[src/rtl/femto_pkg.sv]
// Shared constants and types for the FemtoRV32 pipeline stage registers.
// Holds the datapath width, the default reset payload and the stage occupancy encoding.
// The state codes are the concatenation {skid valid, main valid}.
package femto_pkg;

    localparam int XLEN = 32;

    // Default payload value of the stage data registers after reset.
    localparam logic [XLEN-1:0] DEFAULT_RESET_VALUE = '0;

    // Occupancy of a skid stage. 2'b10 (skid valid, main empty) is never reached.
    typedef enum logic [1:0] {
        ST_EMPTY = 2'b00,
        ST_BUSY  = 2'b01,
        ST_FULL  = 2'b11
    } skid_state_e;

endpackage

[src/rtl/en_reg.sv]
// Load-enabled register with asynchronous active-low reset to a fixed value.
// Latency: q follows d one clock after an enabled edge.
// Backpressure: none; it holds whenever en is low.
module en_reg
    import femto_pkg::*;
#(
    parameter int                WIDTH       = XLEN,
    parameter logic [WIDTH-1:0]  RESET_VALUE = WIDTH'(DEFAULT_RESET_VALUE)
) (
    input  logic             clk,
    input  logic             rst,
    input  logic             en,
    input  logic [WIDTH-1:0] d,
    output logic [WIDTH-1:0] q
);

    logic [WIDTH-1:0] q_q;

    // Capture d on enabled edges; reset forces the configured value.
    always_ff @(posedge clk or negedge rst) begin
        if (!rst) begin
            q_q <= RESET_VALUE;
        end else if (en) begin
            q_q <= d;
        end
    end

    assign q = q_q;

endmodule

[src/rtl/pipe_skid_reg.sv]
// Pipeline stage register with valid/ready handshake, two-entry skid buffer and synchronous flush.
// Latency: a payload accepted on an edge is presented on out_data right after that edge.
// Backpressure: in_ready is registered (~skid valid); one extra payload is absorbed after out_ready drops.
module pipe_skid_reg
    import femto_pkg::*;
#(
    parameter int                WIDTH       = XLEN,
    parameter logic [WIDTH-1:0]  RESET_VALUE = WIDTH'(DEFAULT_RESET_VALUE)
) (
    input  logic             clk,
    input  logic             rst,
    input  logic             in_valid,
    output logic             in_ready,
    input  logic [WIDTH-1:0] in_data,
    output logic             out_valid,
    input  logic             out_ready,
    output logic [WIDTH-1:0] out_data,
    input  logic             flush,
    output logic [1:0]       level
);

    logic             m_valid_q, m_valid_d;
    logic             s_valid_q, s_valid_d;
    logic             m_en, s_en, m_sel_skid;
    logic [WIDTH-1:0] m_data_q, s_data_q;
    logic [WIDTH-1:0] m_data_d;
    logic             in_fire, out_fire;
    skid_state_e      state;

    // Handshake outputs come straight from the valid registers so no input
    // reaches in_ready or out_valid combinationally.
    assign in_ready  = ~s_valid_q;
    assign out_valid = m_valid_q;
    assign out_data  = m_data_q;
    assign level     = {1'b0, m_valid_q} + {1'b0, s_valid_q};

    assign in_fire  = in_valid & ~s_valid_q;
    assign out_fire = m_valid_q & out_ready;

    assign state = skid_state_e'({s_valid_q, m_valid_q});

    // Next occupancy and data-register load enables; flush overrides everything
    // and leaves the data registers untouched.
    always_comb begin
        m_valid_d  = m_valid_q;
        s_valid_d  = s_valid_q;
        m_en       = 1'b0;
        s_en       = 1'b0;
        m_sel_skid = 1'b0;
        case (state)
            ST_EMPTY: begin
                if (in_fire) begin
                    m_en      = 1'b1;
                    m_valid_d = 1'b1;
                end
            end
            ST_BUSY: begin
                if (in_fire && out_fire) begin
                    m_en = 1'b1;
                end else if (in_fire) begin
                    s_en      = 1'b1;
                    s_valid_d = 1'b1;
                end else if (out_fire) begin
                    m_valid_d = 1'b0;
                end
            end
            ST_FULL: begin
                // in_ready is low here, so only the drain path can move data.
                if (out_fire) begin
                    m_en       = 1'b1;
                    m_sel_skid = 1'b1;
                    s_valid_d  = 1'b0;
                end
            end
            default: begin
                m_valid_d = 1'b0;
                s_valid_d = 1'b0;
            end
        endcase
        if (flush) begin
            m_valid_d = 1'b0;
            s_valid_d = 1'b0;
            m_en      = 1'b0;
            s_en      = 1'b0;
        end
    end

    assign m_data_d = m_sel_skid ? s_data_q : in_data;

    // Valid bits: reset empties the stage immediately.
    always_ff @(posedge clk or negedge rst) begin
        if (!rst) begin
            m_valid_q <= 1'b0;
            s_valid_q <= 1'b0;
        end else begin
            m_valid_q <= m_valid_d;
            s_valid_q <= s_valid_d;
        end
    end

    en_reg #(
        .WIDTH       (WIDTH),
        .RESET_VALUE (RESET_VALUE)
    ) u_main_reg (
        .clk (clk),
        .rst (rst),
        .en  (m_en),
        .d   (m_data_d),
        .q   (m_data_q)
    );

    en_reg #(
        .WIDTH       (WIDTH),
        .RESET_VALUE (RESET_VALUE)
    ) u_skid_reg (
        .clk (clk),
        .rst (rst),
        .en  (s_en),
        .d   (in_data),
        .q   (s_data_q)
    );

endmodule

[config.mk]
export PLATFORM = sky130hd
export DESIGN_NAME = pipe_skid_reg
export DESIGN_NICKNAME = d
export VERILOG_FILES = /design/src/rtl/femto_pkg.sv /design/src/rtl/en_reg.sv /design/src/rtl/pipe_skid_reg.sv
export SDC_FILE = /design/constraint.sdc
export NUM_CORES = 1
export LEC_CHECK = 0
export ABC_AREA = 0
export CORE_UTILIZATION = 51
export DETAILED_ROUTE_END_ITERATION = 8
export GPL_ROUTABILITY_DRIVEN = 0
export PLACE_DENSITY_LB_ADDON = 0.12
export SYNTH_ARGS = -nofsm -noshare
export SYNTH_HDL_FRONTEND = slang
export SYNTH_HIERARCHICAL = 1
export SYNTH_SLANG_ARGS = --single-unit
[constraint.sdc]
create_clock -name clk -period 2.4 [get_ports clk]
set_clock_uncertainty 0.05 [all_clocks]
set_input_delay 0.24 -clock clk [delete_from_list [all_inputs] [get_ports clk]]
set_output_delay 0.24 -clock clk [all_outputs]
set_load 0.005 [all_outputs]
After elaboration in Yosys (flattened, before gate mapping)

Cells that the tools add are included.

Flip-flop bits (word level): 66
Output and inout bits: 36

Add/sub/neg operators: 1
Reduce and logical (&&, ||, !) cells: 4
Multiplexer cells: 19
Equality and inequality tests: 10
Bitwise logic cells: 3

Operator list:

| operator             | count |
|---|---|
| $mux W32             | 1 |
| $ne A3 B3 Y1 const B | 6 |
| $mux W1              | 15 |
| $pmux W1 S3          | 3 |
| $reduce_and A5 Y1    | 1 |
| $ne A2 B2 Y1 const B | 2 |
| $reduce_and A4 Y1    | 1 |
| $add A1 B1 Y2        | 1 |
| $and A1 B1 Y1        | 2 |
| $eq A2 B1 Y1 const B | 1 |
| $eq A2 B2 Y1 const B | 1 |
| $logic_not A2 Y1     | 1 |
| $logic_and A1 B1 Y1  | 1 |
| $not A1 Y1           | 1 |

Depth between registers and ports, before layout

Word-level depth: 6
Gate-level depth with buffers: 7
Gate-level depth less buffers: 5

By module

Netlist, hierarchy kept.

By module, submodules not included:

| module        | cells each | area an instance (um^2) | times used |
|---|---|---|---|
| en_reg        | 68         | 1345.0                  | 2 |
| pipe_skid_reg | 59         | 713.2                   | 1 |

Worst setup path before layout

No wires, ideal clock.

Path type: register to register
Start point: register m_valid_q, in the netlist out_valid
End point: register u_main_reg.q_q[0], in the netlist u_main_reg/q[0]
Library setup time: 0.125 ns
Stages on the path, launching flop included: 8
Path buffers: 3
Arrival: 1.975 ns
Setup slack: 0.250 ns
Cells stage by stage: dfrtp_1 ha_1 nand3_4 buf_6 a311oi_1 buf_6 buf_12 mux2_4

Cells in the longest elaborated chain, start to end: 5
Elaborated cells on any way between the ends: 11
Classes of those cells: eq/ne (2); mux (6); bitwise (1); reduce/logical (2)

Ends and longest elaborated chain:

| element                | line                | text |
|---|---|---|
| start, declared        | pipe_skid_reg.sv:22 | `logic m_valid_q, m_valid_d;` |
| start signal, assigned | pipe_skid_reg.sv:96 | `m_valid_q <= m_valid_d;` |
| $and A1 B1 Y1          | pipe_skid_reg.sv:38 | `assign out_fire = m_valid_q & out_ready;` |
| $logic_and A1 B1 Y1    | pipe_skid_reg.sv:58 | `if (in_fire && out_fire) begin` |
| $mux W1                | pipe_skid_reg.sv:58 |  |
| $pmux W1 S3 (*)        | pipe_skid_reg.sv:50 | `case (state)` |
| $mux W1 (*)            | pipe_skid_reg.sv:80 | `if (flush) begin` |
| net m_en               | pipe_skid_reg.sv:24 | `logic m_en, s_en, m_sel_skid;` |
| end signal, assigned   | en_reg.sv:22        | `q_q <= RESET_VALUE;` |
| end signal, assigned   | en_reg.sv:24        | `q_q <= d;` |
| end, declared          | en_reg.sv:17        | `logic [WIDTH-1:0] q_q;` |

The timed path passes the listed nets; every way through them passes the cells marked *.
A chain may end at the register's enable or synchronous reset.

Worst setup path after layout

Start point: register m_valid_q, in the netlist out_valid
End point: register u_main_reg.q_q[13], in the netlist u_main_reg/q[13]

The elaborated chain is that of the path after synthesis.

==> flow_summary.json <==
{
  "cts-buffers-inserted": 9,
  "hold_path_class": "input port to asynchronous set/reset pin",
  "tns_ns": 0,
  "arrival_ns": 2.32,
  "finalInstanceArea_um2": 4370,
  "synth_compound_area_frac": 0.0118,
  "placed_area_um2": 4160,
  "setup_violations": 0,
  "clockRootBuffer": "clkbuf_8",
  "drt_pass1_iterations": 4,
  "drc": 0,
  "grt_pass1_wl_um": 9930,
  "period_needed_ns": 2.15,
  "synth.area.mux_share": 0.416,
  "synthAdderAreaFrac": 0.0147,
  "pwr-share-comb": 0.388,
  "netlist_instances": 195,
  "vias_per_cell": 5.17,
  "dp_hpwl_um": 4070,
  "synth_nets": 236,
  "drtIter0Drc": 58,
  "hold_buffers": 1,
  "synth-seq-area-share": 0.485,
  "io_buffers": 72,
  "drive_gt1_frac": 0.429,
  "nets": 316,
  "cts_sinks": 66,
  "grt_max_degree": 45,
  "ir_worst_vdd_v": 0.000675,
  "worstMarginPinSlew_ns": 0.578,
  "grt_overflow": 0,
  "synth.distinct_cells": 19,
  "start_util": 0.533,
  "yosys.area_share.simple": 0.0184,
  "outcome": "complete, no violations",
  "p_leak_nw": 2.02,
  "yosysWarnings": 6,
  "period_share": 0.897,
  "power_mw": 4.76,
  "synth.avg_cell_area_um2": 17.5,
  "hold_viol_final": 0,
  "final_common_cell": "mux2_4",
  "fillers": 462,
  "p_sw_mw": 1.20,
  "fmax_mhz": 464,
  "power_frac_clock": 0.195,
  "pin_count": 73,
  "antenna_left": 0,
  "die_area_um2": 7000,
  "post-route-util": 0.684,
  "rows": 29,
  "switching_share": 0.251,
  "maxCapViolCount": 0,
  "grt_pass1_vias": 1905,
  "wl_per_cell_um": 17.3,
  "power_density_nw_per_um2": 1090,
  "synth_area_um2": 3400,
  "critical_path.max_fanout": 11,
  "die_w_um": 83.7,
  "cts_tree": "built",
  "post_cts_buffers": 0,
  "die_y_um": 83.7,
  "final_cell_mix": "mux2_4 (89), clkdlybuf4s50_1 (71), dfrtp_1 (66), clkbuf_8 (11), mux2_2 (7)",
  "relSlewSlack": 0.614,
  "insertedDiodeCount": 0,
  "intPower_mw": 3.57,
  "cts_resized": 0,
  "crit_type": "flip-flop to flip-flop",
  "clockBufferDepth": 2,
  "clk_latency_ns": 0.33,
  "syn2layout_area_growth_pct": 28.3,
  "rsz0062_at_grt": "no",
  "endpoint_kind": "flip-flop",
  "drt-total-wl_um": 6160,
  "num_vias": 1845,
  "core_um2": 6390,
  "h-tree-depth": 3,
  "antenna_found_initial": 0,
  "p_seq_frac": 0.417,
  "grt.total_usage": 0.187,
  "drv_slew": 0,
  "startpoint_type": "flip-flop",
  "synth_xor_area_frac": 0,
  "path_clk_slew_ns": 0.07,
  "synth_top_family_by_area": "multiplexers",
  "ys_ff_latch": 66,
  "crit_required_ns": 2.56
}
[final timing paths]
| check | start | endpoint | slack (ns) | depth (start not counted) |
|---|---|---|---|---|
| setup / recovery | out_valid | u_main_reg/q[13] | 0.25 | 5 |
| setup reg to reg | out_valid | u_main_reg/q[13] | 0.25 | 5 |
| hold / removal | rst | u_skid_reg/q[26] | 0.39 | 2 |
| min in group clk | u_skid_reg/q[31] | u_skid_reg/q[31] | 0.46 | 1 |
| hold reg to reg | u_skid_reg/q[31] | u_skid_reg/q[31] | 0.46 | 1 |
| max in group asynchronous | rst | u_main_reg/q[29] | 1.27 | 3 |
[synth_stat cells]
master	instances	area (um^2)
a311oi_1	1	8.76
mux2_2	7	78.8
o21ai_0	1	5.00
nand2_1	2	7.51
mux2_4	89	1340
nor2_1	3	11.3
nor3_1	1	5.00
buf_12	6	120
a21oi_1	1	5.00
nor2b_1	1	6.26
dfrtp_1	66	1650
buf_6	5	56.3
inv_1	2	7.51
and4_1	1	8.76
nand3_4	1	17.5
a211oi_1	2	15.0
ha_1	4	50.1
nand4_1	1	6.26
a31oi_1	1	6.26
[critical path, cell delays in order, from the launching register on]
cell and delay (ns):
dfrtp_1 0.55, ha_1 0.29, nand4_1 0.16, a311oi_4 0.35, buf_4 0.31, mux2_4 0.32
[cell families after synthesis]
group / after synthesis
buf+inv: 13
mux: 96
simple gates: 10
compound gates: 6
flops: 66
fa+ha+maj: 4
[metal layers]
layer / up-vias / wire length (um) / track usage
met3: 6 / 287 / 0.0544
met2: 55 / 2940 / 0.287
met4: 0 / 58 / 0.0693
met5: - / 0 / 0
li1: 854 / - / -
met1: 930 / 2870 / 0.252
[sequential cells by signal (all words and copies together) (netlist names)]
signal / cells
u_main_reg/q: 32
u_skid_reg/q: 32
out_valid: 1
s_valid_q: 1
[through the flow]
step	worst slack [ns]	hold slack, ns	std cells
after floorplan	0.250	-0.106	195
after global placement	0.139	0.216	340
after global routing	0.128	0.413	357
after detailed placement	0.0651	0.217	340
after CTS	0.233	0.388	357
final	0.247	0.387	357
[power by group through the flow]
stage / registers [mW] / logic [mW] / clock network [mW]
floorplan: 1.96 / 1.07 / 0
global placement: 1.98 / 1.82 / 0
detailed placement: 2.00 / 1.85 / 0
CTS: 1.99 / 1.87 / 0.955
global route: 2.06 / 1.96 / 1.02
finish: 1.99 / 1.85 / 0.929
[cell type report]
cell class	instances	area [um^2]	area share
clock inverters	2	35.0	0.00802
inverters	2	7.51	0.00172
clock buffers	14	163	0.0372
repair buffers	80	828	0.190
well taps	77	96.3	0.0221
multi-input cells	116	1590	0.363
flip-flops and latches	66	1650	0.378
Power figures use the tool's default switching activity.
